`src/rtl/fp_pkg.sv`:
```
// Shared floating-point definitions for the simple_fpu datapath: rounding-mode codes,
// operand classes and width-generic builders for special encodings.
package fp_pkg;

  localparam int MAX_W = 128;
  localparam logic [MAX_W-1:0] FP_ONE = MAX_W'(1);

  typedef enum logic [2:0] {
    RM_RNE = 3'd0,
    RM_RZ  = 3'd1,
    RM_RD  = 3'd2,
    RM_RU  = 3'd3,
    RM_RNA = 3'd4
  } round_mode_e;

  typedef enum logic [2:0] {
    CLS_ZERO,
    CLS_NORM,
    CLS_INF,
    CLS_QNAN,
    CLS_SNAN
  } fp_class_e;

  function automatic int fp_bias(input int ew);
    return (1 << (ew - 1)) - 1;
  endfunction

  // Magnitude builders return the encoding without the sign bit, right-aligned.
  function automatic logic [MAX_W-1:0] fp_qnan_mag(input int ew, input int mw);
    return (FP_ONE << (ew + mw)) - (FP_ONE << (mw - 1));
  endfunction

  function automatic logic [MAX_W-1:0] fp_inf_mag(input int ew, input int mw);
    return (FP_ONE << (ew + mw)) - (FP_ONE << mw);
  endfunction

  function automatic logic [MAX_W-1:0] fp_max_mag(input int ew, input int mw);
    return (FP_ONE << (ew + mw)) - FP_ONE - (FP_ONE << mw);
  endfunction

endpackage

```
`src/rtl/fp_round_unit.sv`:
```
// Normalises a raw significand product, applies the selected rounding mode and
// resolves overflow (mode-dependent saturation) and flush-to-zero underflow.
module fp_round_unit
  import fp_pkg::*;
#(
  parameter int EW = 8,
  parameter int MW = 23,
  localparam int W  = EW + MW + 1,
  localparam int PW = 2 * (MW + 1)
) (
  input  logic          sign,
  input  logic [EW+1:0] exp_in,
  input  logic [PW-1:0] prod,
  input  logic [2:0]    round_m,
  output logic [W-1:0]  out,
  output logic          ov,
  output logic          un,
  output logic          inexact
);

  localparam logic [W-2:0] INF_MAG = (W-1)'(fp_inf_mag(EW, MW));
  localparam logic [W-2:0] MAX_MAG = (W-1)'(fp_max_mag(EW, MW));
  localparam logic [EW:0]  EXP_SAT = (EW+1)'((1 << EW) - 1);

  logic [PW-2:0] norm;
  logic [MW-1:0] frac;
  logic          guard;
  logic          sticky;
  logic          inc;
  logic [MW:0]   rounded;
  logic [EW+1:0] exp_n;
  logic [EW+1:0] exp_r;
  logic          ovf;
  logic          unf;

  // Exponents are two's complement in EW+2 bits so both saturation ends are visible.
  always_comb begin
    norm    = prod[PW-1] ? prod[PW-2:0] : {prod[PW-3:0], 1'b0};
    exp_n   = exp_in + {{(EW+1){1'b0}}, prod[PW-1]};
    frac    = norm[PW-2:MW+1];
    guard   = norm[MW];
    sticky  = |norm[MW-1:0];

    case (round_m)
      RM_RZ:   inc = 1'b0;
      RM_RU:   inc = (guard | sticky) & ~sign;
      RM_RD:   inc = (guard | sticky) & sign;
      RM_RNA:  inc = guard;
      default: inc = guard & (sticky | frac[0]);
    endcase

    rounded = {1'b0, frac} + {{MW{1'b0}}, inc};
    exp_r   = exp_n + {{(EW+1){1'b0}}, rounded[MW]};
    ovf     = ~exp_r[EW+1] & (exp_r[EW:0] >= EXP_SAT);
    unf     = exp_r[EW+1] | (exp_r == '0);

    out     = {sign, exp_r[EW-1:0], rounded[MW-1:0]};
    ov      = 1'b0;
    un      = 1'b0;
    inexact = guard | sticky;

    if (ovf) begin
      ov      = 1'b1;
      inexact = 1'b1;
      case (round_m)
        RM_RZ:   out = {sign, MAX_MAG};
        RM_RU:   out = sign ? {1'b1, MAX_MAG} : {1'b0, INF_MAG};
        RM_RD:   out = sign ? {1'b1, INF_MAG} : {1'b0, MAX_MAG};
        default: out = {sign, INF_MAG};
      endcase
    end else if (unf) begin
      un      = 1'b1;
      inexact = 1'b1;
      out     = {sign, {(W-1){1'b0}}};
    end
  end

endmodule

```
`src/rtl/fp_mul_pipe.sv`:
```
// Three-stage IEEE-754 multiplier (classify, multiply, round) with valid/ready flow
// control; subnormal inputs read as zero and tiny results flush to zero.
module fp_mul_pipe
  import fp_pkg::*;
#(
  parameter int EW = 8,
  parameter int MW = 23,
  localparam int W = EW + MW + 1
) (
  input  logic         clk,
  input  logic         rst,
  input  logic         in_valid,
  output logic         in_ready,
  input  logic [W-1:0] in1,
  input  logic [W-1:0] in2,
  input  logic [2:0]   round_m,
  output logic         out_valid,
  input  logic         out_ready,
  output logic [W-1:0] out,
  output logic         ov,
  output logic         un,
  output logic         inv,
  output logic         inexact
);

  localparam int PW   = 2 * (MW + 1);
  localparam int BIAS = fp_bias(EW);
  localparam logic [W-2:0] QNAN_MAG = (W-1)'(fp_qnan_mag(EW, MW));
  localparam logic [W-2:0] INF_MAG  = (W-1)'(fp_inf_mag(EW, MW));

  function automatic fp_class_e classify(input logic [W-2:0] x);
    if (x[W-2:MW] == '0) return CLS_ZERO;
    if (x[W-2:MW] != '1) return CLS_NORM;
    if (x[MW-1:0] == '0) return CLS_INF;
    return x[MW-1] ? CLS_QNAN : CLS_SNAN;
  endfunction

  logic stall;

  fp_class_e    c1;
  fp_class_e    c2;
  logic         sign_n;
  logic         sp_hit;
  logic         sp_inv;
  logic [W-1:0] sp_res;

  logic          s1_valid;
  logic          s1_sign;
  logic [EW-1:0] s1_exp1;
  logic [EW-1:0] s1_exp2;
  logic [MW:0]   s1_m1;
  logic [MW:0]   s1_m2;
  logic [2:0]    s1_rm;
  logic          s1_special;
  logic          s1_sp_inv;
  logic [W-1:0]  s1_sp_res;

  logic          s2_valid;
  logic          s2_sign;
  logic [EW+1:0] s2_exp;
  logic [PW-1:0] s2_prod;
  logic [2:0]    s2_rm;
  logic          s2_special;
  logic          s2_sp_inv;
  logic [W-1:0]  s2_sp_res;

  logic [W-1:0]  r_out;
  logic          r_ov;
  logic          r_un;
  logic          r_inexact;

  assign stall    = out_valid & ~out_ready;
  assign in_ready = ~stall;

  // Special operands are resolved up front and bypass the arithmetic stages.
  always_comb begin
    c1     = classify(in1[W-2:0]);
    c2     = classify(in2[W-2:0]);
    sign_n = in1[W-1] ^ in2[W-1];
    sp_hit = 1'b1;
    sp_inv = 1'b0;
    sp_res = {1'b0, QNAN_MAG};
    if ((c1 inside {CLS_QNAN, CLS_SNAN}) || (c2 inside {CLS_QNAN, CLS_SNAN})) begin
      sp_inv = (c1 == CLS_SNAN) || (c2 == CLS_SNAN);
    end else if ((c1 == CLS_INF && c2 == CLS_ZERO) || (c1 == CLS_ZERO && c2 == CLS_INF)) begin
      sp_inv = 1'b1;
    end else if (c1 == CLS_INF || c2 == CLS_INF) begin
      sp_res = {sign_n, INF_MAG};
    end else if (c1 == CLS_ZERO || c2 == CLS_ZERO) begin
      sp_res = {sign_n, {(W-1){1'b0}}};
    end else begin
      sp_hit = 1'b0;
    end
  end

  always_ff @(posedge clk) begin
    if (!rst) begin
      s1_valid   <= 1'b0;
      s1_sign    <= 1'b0;
      s1_exp1    <= '0;
      s1_exp2    <= '0;
      s1_m1      <= '0;
      s1_m2      <= '0;
      s1_rm      <= '0;
      s1_special <= 1'b0;
      s1_sp_inv  <= 1'b0;
      s1_sp_res  <= '0;
    end else if (!stall) begin
      s1_valid   <= in_valid;
      s1_sign    <= sign_n;
      s1_exp1    <= in1[W-2:MW];
      s1_exp2    <= in2[W-2:MW];
      s1_m1      <= {1'b1, in1[MW-1:0]};
      s1_m2      <= {1'b1, in2[MW-1:0]};
      s1_rm      <= round_m;
      s1_special <= sp_hit;
      s1_sp_inv  <= sp_inv;
      s1_sp_res  <= sp_res;
    end
  end

  always_ff @(posedge clk) begin
    if (!rst) begin
      s2_valid   <= 1'b0;
      s2_sign    <= 1'b0;
      s2_exp     <= '0;
      s2_prod    <= '0;
      s2_rm      <= '0;
      s2_special <= 1'b0;
      s2_sp_inv  <= 1'b0;
      s2_sp_res  <= '0;
    end else if (!stall) begin
      s2_valid   <= s1_valid;
      s2_sign    <= s1_sign;
      s2_exp     <= {2'b00, s1_exp1} + {2'b00, s1_exp2} - (EW+2)'(BIAS);
      s2_prod    <= PW'(s1_m1) * PW'(s1_m2);
      s2_rm      <= s1_rm;
      s2_special <= s1_special;
      s2_sp_inv  <= s1_sp_inv;
      s2_sp_res  <= s1_sp_res;
    end
  end

  fp_round_unit #(
    .EW (EW),
    .MW (MW)
  ) u_round (
    .sign    (s2_sign),
    .exp_in  (s2_exp),
    .prod    (s2_prod),
    .round_m (s2_rm),
    .out     (r_out),
    .ov      (r_ov),
    .un      (r_un),
    .inexact (r_inexact)
  );

  // Bubbles clear the flags but leave the last result on out.
  always_ff @(posedge clk) begin
    if (!rst) begin
      out_valid <= 1'b0;
      out       <= '0;
      ov        <= 1'b0;
      un        <= 1'b0;
      inv       <= 1'b0;
      inexact   <= 1'b0;
    end else if (!stall) begin
      out_valid <= s2_valid;
      if (s2_valid) begin
        out     <= s2_special ? s2_sp_res : r_out;
        ov      <= ~s2_special & r_ov;
        un      <= ~s2_special & r_un;
        inv     <= s2_special & s2_sp_inv;
        inexact <= ~s2_special & r_inexact;
      end else begin
        ov      <= 1'b0;
        un      <= 1'b0;
        inv     <= 1'b0;
        inexact <= 1'b0;
      end
    end
  end

endmodule

```
`config.mk`:
```
export PLATFORM = sky130hd
export DESIGN_NAME = fp_mul_pipe
export DESIGN_NICKNAME = d
export VERILOG_FILES = /design/src/rtl/fp_pkg.sv /design/src/rtl/fp_round_unit.sv /design/src/rtl/fp_mul_pipe.sv
export SDC_FILE = /design/constraint.sdc
export NUM_CORES = 2
export LEC_CHECK = 0
export ABC_CLOCK_PERIOD_IN_PS = 8100
export BUFFER_PORTS_ARGS = -buffer_cell sky130_fd_sc_hd__buf_2
export CAP_MARGIN = 40
export CORE_MARGIN = 3
export CORE_UTILIZATION = 44
export DETAILED_ROUTE_END_ITERATION = 7
export PLACE_DENSITY = 0.65
export SYNTH_ARGS = -nofsm -noshare
export SYNTH_HDL_FRONTEND = slang
export SYNTH_SLANG_ARGS = --single-unit
```
`constraint.sdc`:
```
create_clock -name clk -period 8.1 [get_ports clk]
set_input_delay 0.81 -clock clk [delete_from_list [all_inputs] [get_ports clk]]
set_output_delay 0.81 -clock clk [all_outputs]
set_load 0.005 [all_outputs]
```
==> summary.txt <==
STA
  – Slew Viols, Final: 0
  – Clk_skew: 0.0200 ns
  – Max_slew headroom: 35.9%
  – Setup tns final: 0 ns
  – Highest clock rate: 133 MHz
  – RSZ-0062 raised after global routing: false
  – Setup Viol. Count Final: 0
  – Period utilization: 93.0%
  – Post-route minimum period: 7.54 ns
  – Final Hold Viols: 0
  – Worst-Margin Slew: 0.961 ns
  – Hold_ws: 0.455 ns

Clocking
  – Clock tree buffer depth: 2
  – Setup Fix Bufs, Post-CTS: 0
  – CTS sink cnt: 178
  – CTS tree: done
  – Clk Latency, worst-skew pair: 0.48 ns
  – # H-tree levels: 4
  – Reg clk slew, reported paths: 0.09 ns
  – Cts hold-fix bufs: 0
  – CTS buffer count: 17
  – Root Driver: clkbuf_16
  – Post-CTS sizing: 0

Global route
  – Initial antenna violation count: 1
  – Gr ovfl total: 0
  – Largest net degree at the start of global routing: 82
  – GR Util All Layers: 23.5%
  – Vias in the first global route: 22532
  – First-pass GRT wire length: 123 mm

Power
  – Pwr Density: 188 nW/um2
  – Clock power share: 16.3%
  – Switch share: 49.4%
  – Worst vdd ir: 0.169 mV
  – Combinational Power Share: 62.4%
  – NetSw: 2750 uW
  – Lkg Pwr: 0.0141 uW
  – Reg power frac: 21.4%
  – Internal: 2820 uW

Route
  – Routed Antenna Nets: 0
  – Vias post-DR: 21744
  – DRC Markers: 0
  – Wirelength, routed: 74.2 mm
  – WL/cell: 18.0 um
  – Via density per instance: 5.28
  – Initial DRC Count: 1584
  – Drt pass-1 iters: 5

Hold path
  – Hold Path End: s1_valid$_SDFFE_PN0N_
  – Hold depth: 2
  – Hold wc startpoint: s1_valid$_SDFFE_PN0N_
  – Type of the tightest min-delay check: reg -> reg

Cells and area
  – Fin util: 48.4%
  – Final nets: 4028
  – Fraction of layout cells with a size suffix above 1: 7.26%
  – N_diodes: 0
  – Fill count: 5998
  – Area delta synth->final: 7.79%
  – Post-route cell area: 29500 um2
  – Sequential cell area: 3560 um2
  – Area occupied by multi-input gates: 20900 um2

Synth
  – Cells after synthesis: 3269
  – Synth area leader: fa_1
  – Main synth FF type: dfxtp_1
  – Yosys warns: 0
  – Syn nets: 4017
  – Syn avg cell area: 8.38 um2
  – Cell with the most instances after synthesis: inv_1
  – Main area contributors after synthesis: fa_1 35%, dfxtp_1 13%, ha_1 8.8%
  – Sequential-to-total area share from yosys stat: 13.0%
  – Share of the synthesized area in the top cell type: 35.4%
  – Unique cell type count in the Yosys netlist: 78
  – Syn Std Cell Area: 27400 um2
  – Synthesis-stage register bit count: 178
  – Top cells by count, synth: 576 x inv_1, 567 x nand2_1, 484 x fa_1
  – Number of synthesized flops with an enable pin: 0
  – Synth async-reset ratio: 0%

Critical path
  – CP startpoint kind: register
  – CP Data Arrival Time: 7.91 ns
  – Worst R2R Path Depth: 23
  – CP Capture Type: register
  – CP max FO: 16
  – Worst R2R End: s2_prod[37]$_SDFFE_PN0N_
  – Internal reg-to-reg setup slack: 0.56 ns
  – Reg-to-Reg Start: s1_m2[4]$_SDFFE_PN0N_
  – Crit Path Class: reg -> reg
  – CP required: 8.47 ns

Floorplanning
  – Chip width: 256 um
  – # IOs: 109
  – Core Box Area: 61000 um2
  – DIE AREA: 65300 um2
  – Row cnt: 90
  – Starting Density: 44.9%
  – Die Span Y: 256 um

Placement
  – Gpl congestion: 0.886
  – Port Buf Inserts: 108
  – DP Wirelength: 59.9 mm
  – Placed cell areas: 28900 um2

Outcome
  – Status: finished, final reports clean

Job
  – Max-cap viol count: 0
[power by group through the flow]
stage	clock network, uW	registers, uW	logic [uW]
floorplan	0	1080	2520
global placement	0	1220	3360
detailed placement	0	1200	3370
CTS	914	1190	3450
global route	951	1210	3920
finish	906	1190	3470
[registers in the layout, summed over array words and instances, names as in the netlist, 3 cells and up]
| name | flops |
|---|---|
| out | 32 |
| s1_exp1 | 8 |
| s1_exp2 | 8 |
| s1_m1 | 24 |
| s1_m2 | 23 |
| s1_rm | 3 |
| s1_sp_res | 3 |
| s2_exp | 10 |
| s2_prod | 48 |
| s2_rm | 3 |
| s2_sp_res | 3 |
[how the worst max path moves through the flow]
stage | startpoint | to | slack [ns]
6_report | s1_m2[4]$_SDFFE_PN0N_ | s2_prod[37]$_SDFFE_PN0N_ | 0.56
4_1_cts | s1_m1[7]$_SDFFE_PN0N_ | s2_prod[44]$_SDFFE_PN0N_ | 0.65
3_5_place_dp | s1_m2[5]$_SDFFE_PN0N_ | s2_prod[44]$_SDFFE_PN0N_ | 0.69
2_1_floorplan | s1_m2[3]$_SDFFE_PN0N_ | s2_prod[46]$_SDFFE_PN0N_ | 1.35
5_1_grt | s1_m2[4]$_SDFFE_PN0N_ | s2_prod[41]$_SDFFE_PN0N_ | 0.10
3_3_place_gp | s1_m2[12]$_SDFFE_PN0N_ | s2_prod[44]$_SDFFE_PN0N_ | 0.68
[kinds of logic after synthesis]
kind of cell	Yosys count	synth area share (%)
AOI/OAI and AO/OA	424	9.46
xor gates and xnor gates	65	2.08
adders and majority gates	677	44.2
buffers and inverters	766	10.7
DFF	178	13.0
muxes	18	0.685
and+or+nand+nor	1141	19.9
[routing by layer]
layer,up-vias,track usage [%],wire length (um)
met5,-,0,12
met4,2,3.48,768
met3,64,4.57,5970
met2,690,37.8,33800
met1,10872,33.6,33600
li1,10116,-,-
[layout by cell type, fill, tap and decap left out, types with 44 or more instances in the layout]
| master | instances |
|---|---|
| o21ai_0 | 70 |
| xnor2_1 | 44 |
| buf_2 | 108 |
| buf_4 | 58 |
| inv_1 | 576 |
| nor2_1 | 99 |
| and2_1 | 311 |
| fa_1 | 484 |
| ha_1 | 193 |
| nand2_1 | 567 |
| a21oi_1 | 198 |
| dfxtp_1 | 177 |
[critical path, cell delays in order, from the launching register on]
cell	delay (ns)
dfxtp_1	0.92
nand2_1	0.21
fa_1	0.55
inv_1	0.05
fa_1	0.49
inv_1	0.06
fa_1	0.49
fa_1	0.51
inv_1	0.05
fa_1	0.51
fa_1	0.52
inv_1	0.05
fa_1	0.49
inv_1	0.06
ha_1	0.33
a21oi_1	0.27
inv_1	0.09
o311ai_0	0.32
and3_1	0.26
a21boi_0	0.16
o21ai_0	0.45
a31oi_1	0.20
xnor2_1	0.16
a211oi_1	0.22
[metrics by stage]
step                      setup WS (ns)  std cells  power [uW]
after floorplan                    1.35       3269        3600
after detailed placement          0.690       4089        4580
final                             0.563       4121        5570
after global placement            0.675       4076        4580
after CTS                         0.652       4121        5550
after global routing              0.103       4121        6080
[layout make-up]
cell class	count	share of cell area [%]
Tap cell	828	3.51
Timing Repair Buffer	179	4.01
Sequential cell	178	12.1
Inverter	579	7.38
Multi-Input combinational cell	2325	70.9
Clock buffer	17	1.44
Clock inverter	15	0.733
No activity file was read; power rests on OpenSTA's default activity.
